===== config.mk =====
export PLATFORM = sky130hd
export DESIGN_NAME = vx_raster_dcr_writer
export DESIGN_NICKNAME = d
export VERILOG_FILES = /design/src/rtl/vx_raster_dcr_writer.sv
export SDC_FILE = /design/constraint.sdc
export NUM_CORES = 1
export LEC_CHECK = 0
export ABC_AREA = 1
export CAP_MARGIN = 40
export CORE_UTILIZATION = 45
export CTS_CLUSTER_DIAMETER = 80
export DETAILED_ROUTE_END_ITERATION = 16
export PLACE_DENSITY = 0.8
export SETUP_SLACK_MARGIN = 0.1
export SYNTH_ARGS = -nofsm -noshare
export SYNTH_HDL_FRONTEND = slang
export SYNTH_SLANG_ARGS = --single-unit

===== constraint.sdc =====
create_clock -name clk_i -period 1.95 [get_ports clk_i]
set_input_delay 0.2925 -clock clk_i [delete_from_list [all_inputs] [get_ports clk_i]]
set_output_delay 0.2925 -clock clk_i [all_outputs]
set_load 0.02 [all_outputs]

===== src/rtl/vx_raster_dcr_writer.sv =====
// rtl/vx_raster_dcr_writer.sv - serialises a packed raster state record into six DCR writes
// Optional build macro: RASTER_DCR_DELTA_EN (skip words whose value has not changed).
module vx_raster_dcr_writer #(
    parameter                           INSTANCE_ID   = "",
    parameter int                       DCR_ADDR_BITS = 12,
    parameter logic [DCR_ADDR_BITS-1:0] DCR_BASE      = '0,
    parameter int                       GAP_CYCLES    = 0
) (
    input  logic                     clk_i,
    input  logic                     reset_i,
    input  logic                     req_valid_i,
    output logic                     req_ready_o,
    input  logic [31:0]              req_tbuf_addr_i,
    input  logic [15:0]              req_tile_count_i,
    input  logic [31:0]              req_pbuf_addr_i,
    input  logic [15:0]              req_pbuf_stride_i,
    input  logic [15:0]              req_xmin_i,
    input  logic [15:0]              req_xmax_i,
    input  logic [15:0]              req_ymin_i,
    input  logic [15:0]              req_ymax_i,
    output logic                     dcr_wr_valid_o,
    output logic [DCR_ADDR_BITS-1:0] dcr_wr_addr_o,
    output logic [31:0]              dcr_wr_data_o,
    output logic                     busy_o,
    output logic                     done_o
);

    localparam logic [1:0] S_IDLE  = 2'd0;
    localparam logic [1:0] S_WRITE = 2'd1;
    localparam logic [1:0] S_GAP   = 2'd2;
    localparam logic [1:0] S_DONE  = 2'd3;

    localparam int         NUM_WORDS = 6;
    // The gap counter is loaded with the last count value so GAP lasts exactly GAP_CYCLES cycles.
    localparam logic [3:0] GAP_LAST  = (GAP_CYCLES > 0) ? 4'(GAP_CYCLES - 1) : 4'd0;

    // The trace tag has no hardware meaning; it is folded into a sink so it stays referenced.
    logic id_tag_unused;
    assign id_tag_unused = ^INSTANCE_ID;

    logic [1:0]  state_q, state_d;
    logic [2:0]  idx_q, idx_d;
    logic [5:0]  pend_q, pend_d;
    logic [3:0]  gap_q, gap_d;
    logic [31:0] word_q [0:NUM_WORDS-1];
    logic [31:0] word_d [0:NUM_WORDS-1];
    logic [31:0] new_word [0:NUM_WORDS-1];
    logic [5:0]  send_mask;
    logic [5:0]  pend_left;
    logic        accept;

    // Lowest pending word index; words are always sent in ascending address order.
    function automatic logic [2:0] first_set(input logic [5:0] v);
        first_set = 3'd0;
        for (int i = NUM_WORDS - 1; i >= 0; i--) begin
            if (v[i]) begin
                first_set = 3'(i);
            end
        end
    endfunction

    // The record as it will appear on the bus, one 32-bit word per DCR.
    assign new_word[0] = req_tbuf_addr_i;
    assign new_word[1] = {16'h0000, req_tile_count_i};
    assign new_word[2] = req_pbuf_addr_i;
    assign new_word[3] = {16'h0000, req_pbuf_stride_i};
    assign new_word[4] = {req_xmax_i, req_xmin_i};
    assign new_word[5] = {req_ymax_i, req_ymin_i};

    assign req_ready_o = (state_q == S_IDLE) || (state_q == S_DONE);
    assign accept      = req_valid_i && req_ready_o;

`ifdef RASTER_DCR_DELTA_EN
    logic [31:0] copy_q [0:NUM_WORDS-1];
    logic [5:0]  dirty_q;

    // A word needs sending when its shadow is stale or its value has changed.
    always_comb begin
        send_mask = '0;
        for (int i = 0; i < NUM_WORDS; i++) begin
            send_mask[i] = dirty_q[i] || (new_word[i] != copy_q[i]);
        end
    end

    // Shadow copies track what the raster units actually hold, updated as each word goes out.
    always_ff @(posedge clk_i) begin
        if (reset_i) begin
            dirty_q <= 6'h3F;
            for (int i = 0; i < NUM_WORDS; i++) begin
                copy_q[i] <= '0;
            end
        end else if (state_q == S_WRITE) begin
            copy_q[idx_q]  <= word_q[idx_q];
            dirty_q[idx_q] <= 1'b0;
        end
    end
`else
    // Without shadow storage every word of every record is sent.
    assign send_mask = 6'h3F;
`endif

    assign pend_left = pend_q & ~(6'b000001 << idx_q);

    // Sequencer: accept a record, walk the pending words, optionally idle between writes.
    always_comb begin
        state_d = state_q;
        idx_d   = idx_q;
        pend_d  = pend_q;
        gap_d   = gap_q;
        word_d  = word_q;
        case (state_q)
            S_IDLE, S_DONE: begin
                if (accept) begin
                    word_d = new_word;
                    pend_d = send_mask;
                    idx_d  = first_set(send_mask);
                    if (send_mask == 6'h00) begin
                        state_d = S_DONE;
                    end else begin
                        state_d = S_WRITE;
                    end
                end else begin
                    state_d = S_IDLE;
                end
            end
            S_WRITE: begin
                pend_d = pend_left;
                if (pend_left == 6'h00) begin
                    state_d = S_DONE;
                end else begin
                    idx_d = first_set(pend_left);
                    if (GAP_CYCLES > 0) begin
                        state_d = S_GAP;
                        gap_d   = GAP_LAST;
                    end
                end
            end
            S_GAP: begin
                if (gap_q == 4'd0) begin
                    state_d = S_WRITE;
                end else begin
                    gap_d = gap_q - 4'd1;
                end
            end
            default: begin
                state_d = S_IDLE;
            end
        endcase
    end

    // State registers; reset drops any sequence in flight.
    always_ff @(posedge clk_i) begin
        if (reset_i) begin
            state_q <= S_IDLE;
            idx_q   <= '0;
            pend_q  <= '0;
            gap_q   <= '0;
            for (int i = 0; i < NUM_WORDS; i++) begin
                word_q[i] <= '0;
            end
        end else begin
            state_q <= state_d;
            idx_q   <= idx_d;
            pend_q  <= pend_d;
            gap_q   <= gap_d;
            word_q  <= word_d;
        end
    end

    // Bus outputs are driven only in WRITE so address and data read zero while idle.
    assign dcr_wr_valid_o = (state_q == S_WRITE);
    assign dcr_wr_addr_o  = dcr_wr_valid_o ? (DCR_BASE + DCR_ADDR_BITS'(idx_q)) : '0;
    assign dcr_wr_data_o  = dcr_wr_valid_o ? word_q[idx_q] : '0;
    assign busy_o         = (state_q == S_WRITE) || (state_q == S_GAP);
    assign done_o         = (state_q == S_DONE);

endmodule


==> reports/results.ini <==
[layout]
finalInstanceArea_mm2 = 0.0118
antenna_cells = 0
syn2layout_area_growth_pct = 59.2
fin_cells = 1475
nNetsFinal = 1413
nFillCells = 1124
layout-drive-gt1-share_pct = 22.2

[global_routing]
grt_pass1_wl_mm = 38.7
grt.overflow.total = 0
grt_max_degree = 70
globalRouteTotalUtil_pct = 30.3
grt_pass1_vias = 7706
antenna_found_initial = 0

[placement]
post-place-cells = 1409
post-place-ws_ns = -0.431
routabilityCongestion = 0.908
place_area_mm2 = 0.0101
dp_hpwl_mm = 16.9
port_buffers = 201

[critical_path]
required_ns = 1.66
crit_path_end_kind = primary output
critPathKind = register to primary output
worstPathMaxFanout = 5
crit_arrival_ns = 1.98
critPathLaunchType = register

[pwr]
seqPwrFrac_pct = 34.6
ir_worst_vdd_mv = 0.918
power_uw = 14300
power.density_mw_per_mm2 = 1210
p_sw_uw = 5220
clkPwrFrac_pct = 26.1
power.leakage_uw = 0.00480
netSwitchingFraction_pct = 36.6
power.internal_uw = 9060
pwr-share-comb_pct = 39.2

[synthesis]
netlist_top_cells_area = dfxtp_1 47%, nor2_1 17%, o21ai_0 11%, a22oi_1 4.8%, a221oi_1 3.8%
synthesis.area_mm2 = 0.00744
syn_area_per_cell_um2 = 7.40
post-synth-top-count-cell = nor2_1
synth_top_area_share_pct = 47.1
synth_warnings = 0
synthCells = 1005
synthFlopType = dfxtp_1
synth_edf_count = 0
async_reset_ff_share_pct = 0
ys_seq_area_share_pct = 47.1
ys_seq_elements = 175
synth_cell_types = 29
synth_commonest_cells = 327 x nor2_1, 175 x dfxtp_1, 169 x o21ai_0
synth_largest_area_cell = dfxtp_1

[timing]
fin_setup_tns_ns = -7.97
fmax_mhz = 440
hold_viol = 0
finClkSkew_ns = 0.00873
setup-violations-final = 32
fin_ws_ns = -0.325
period_needed_ns = 2.28
rsz0062_at_grt = true
fin_crit_sh_pct = 117
slew_viol_final = 0

[status]
violations = negative setup slack
status = complete, but fails checks

[clock_network]
clock_sinks = 175
htreeDepth = 4
cts_buffers = 17
clkSlewWorstSetupHoldPaths_ns = 0.07
root_buffer = clkbuf_16
cts_tree = done
cts_buffer_depth = 2
clk_latency_ns = 0.43
hold_buffers = 0

[routing]
vias = 8296
dr.pass1.iters = 8
ant_nets = 0
wl_per_cell_um = 18.8
first_iter_violations = 738
vias_per_cell = 5.62
drc = 0
routed_wl_mm = 27.7

[floorplanning]
die_area_mm2 = 0.0170
die_width_um = 131
fp-row-count = 46
start_util_pct = 46.5
coreArea_mm2 = 0.0160
ios = 211
die_h_um = 131

[flow_run]
cap_violations = 0

[min_path]
hp-class = register to register

-- through the flow --
step           hold WS [ns]  utilization [%]
3_5_place_dp          0.439             62.8
3_3_place_gp          0.436             62.8
2_1_floorplan         0.362                -
6_report              0.444             74.0
4_1_cts               0.447             70.0
5_1_grt               0.486             74.0
-- kinds of logic (layout without fill, tap and decap cells) --
logic type      count (synthesis)  in the layout  synth area share (%)
buf+inv                       120            365                  7.33
other cells                     1              9                0.0504
flops                         175            175                  47.1
compound gates                281            281                  22.3
simple gates                  424            425                  22.6
fa+ha+maj                       4              4                 0.673
-- power by group through the flow --
stage,combinational (uW),clock (uW),sequential [uW]
2_1_floorplan,2530,0,4680
3_3_place_gp,4130,0,4820
3_5_place_dp,4220,0,4850
4_1_cts,4820,3720,4850
5_1_grt,6000,3910,4990
6_report,5610,3730,4950
-- layer usage --
layer	global-route usage [%]	wire length, um	share of wire [%]	vias to the layer above
li1	-	-	-	3856
met1	32.7	10000	36	3888
met2	53.6	14100	51	431
met3	8.43	2130	7.7	121
met4	16.6	1500	5.4	0
met5	0	0	0	-
-- final timing paths --
kind | slack [ns] | to | cells past startpoint | startpoint
setup / recovery | -0.33 | dcr_wr_data_o[18] | 9 | idx_q[1]
hold reg to reg | 0.44 | gap_q[0] | 1 | gap_q[0]
hold / removal | 0.44 | gap_q[0] | 1 | gap_q[0]
setup reg to reg | 0.17 | state_q[0] | 13 | idx_q[2]
-- cells in the final DEF (no fill, tap or decap), types with 6 or more instances in the layout --
cell and count:
buf_12 21, clkbuf_16 18, nand3_1 10, nor3_4 7, nand2_2 10, nor3_2 6, a22oi_2 22, clkdlybuf4s50_1 162
a221oi_4 11, buf_4 65, a221oi_2 20, a21oi_2 14, nand2_1 51, a22oi_1 26, o21ai_0 168, conb_1 9
nor2_1 327, buf_6 37, inv_1 24, dfxtp_1 172, a21oi_1 12
-- sequential cells by signal, summed over array words and instances (netlist names) --
register / count
gap_q: 4
idx_q: 3
pend_q: 6
state_q: 2
word_q: 160
-- timing repair --
action / 4_1_cts / 5_1_grt
pin swaps: 17 / 24
buffers inserted: 9 / 21
gates cloned: 6 / 1
setup endpoints to repair: 44 / 42
endpoints found under the hold margin: 0 / 0
resized for setup: 275 / 102
-- critical path, stage by stage (launching register included) --
cell and delay (ns):
dfxtp_4 0.37, buf_12 0.13, nor2_4 0.04, buf_6 0.12
buf_6 0.13, buf_8 0.13, buf_4 0.14, a221oi_4 0.23
nor3_2 0.07, buf_4 0.16
-- cell type report --
class | instances | area [um2] | area share [%]
inverter | 32 | 158 | 1.33
clock inverter | 14 | 205 | 1.73
sequential | 175 | 3510 | 29.7
tap | 216 | 270 | 2.28
clock buffer | 18 | 439 | 3.71
multi-input combinational | 719 | 4070 | 34.4
timing repair buffer | 301 | 3180 | 26.9
No activity file was read; power rests on OpenSTA's default activity.
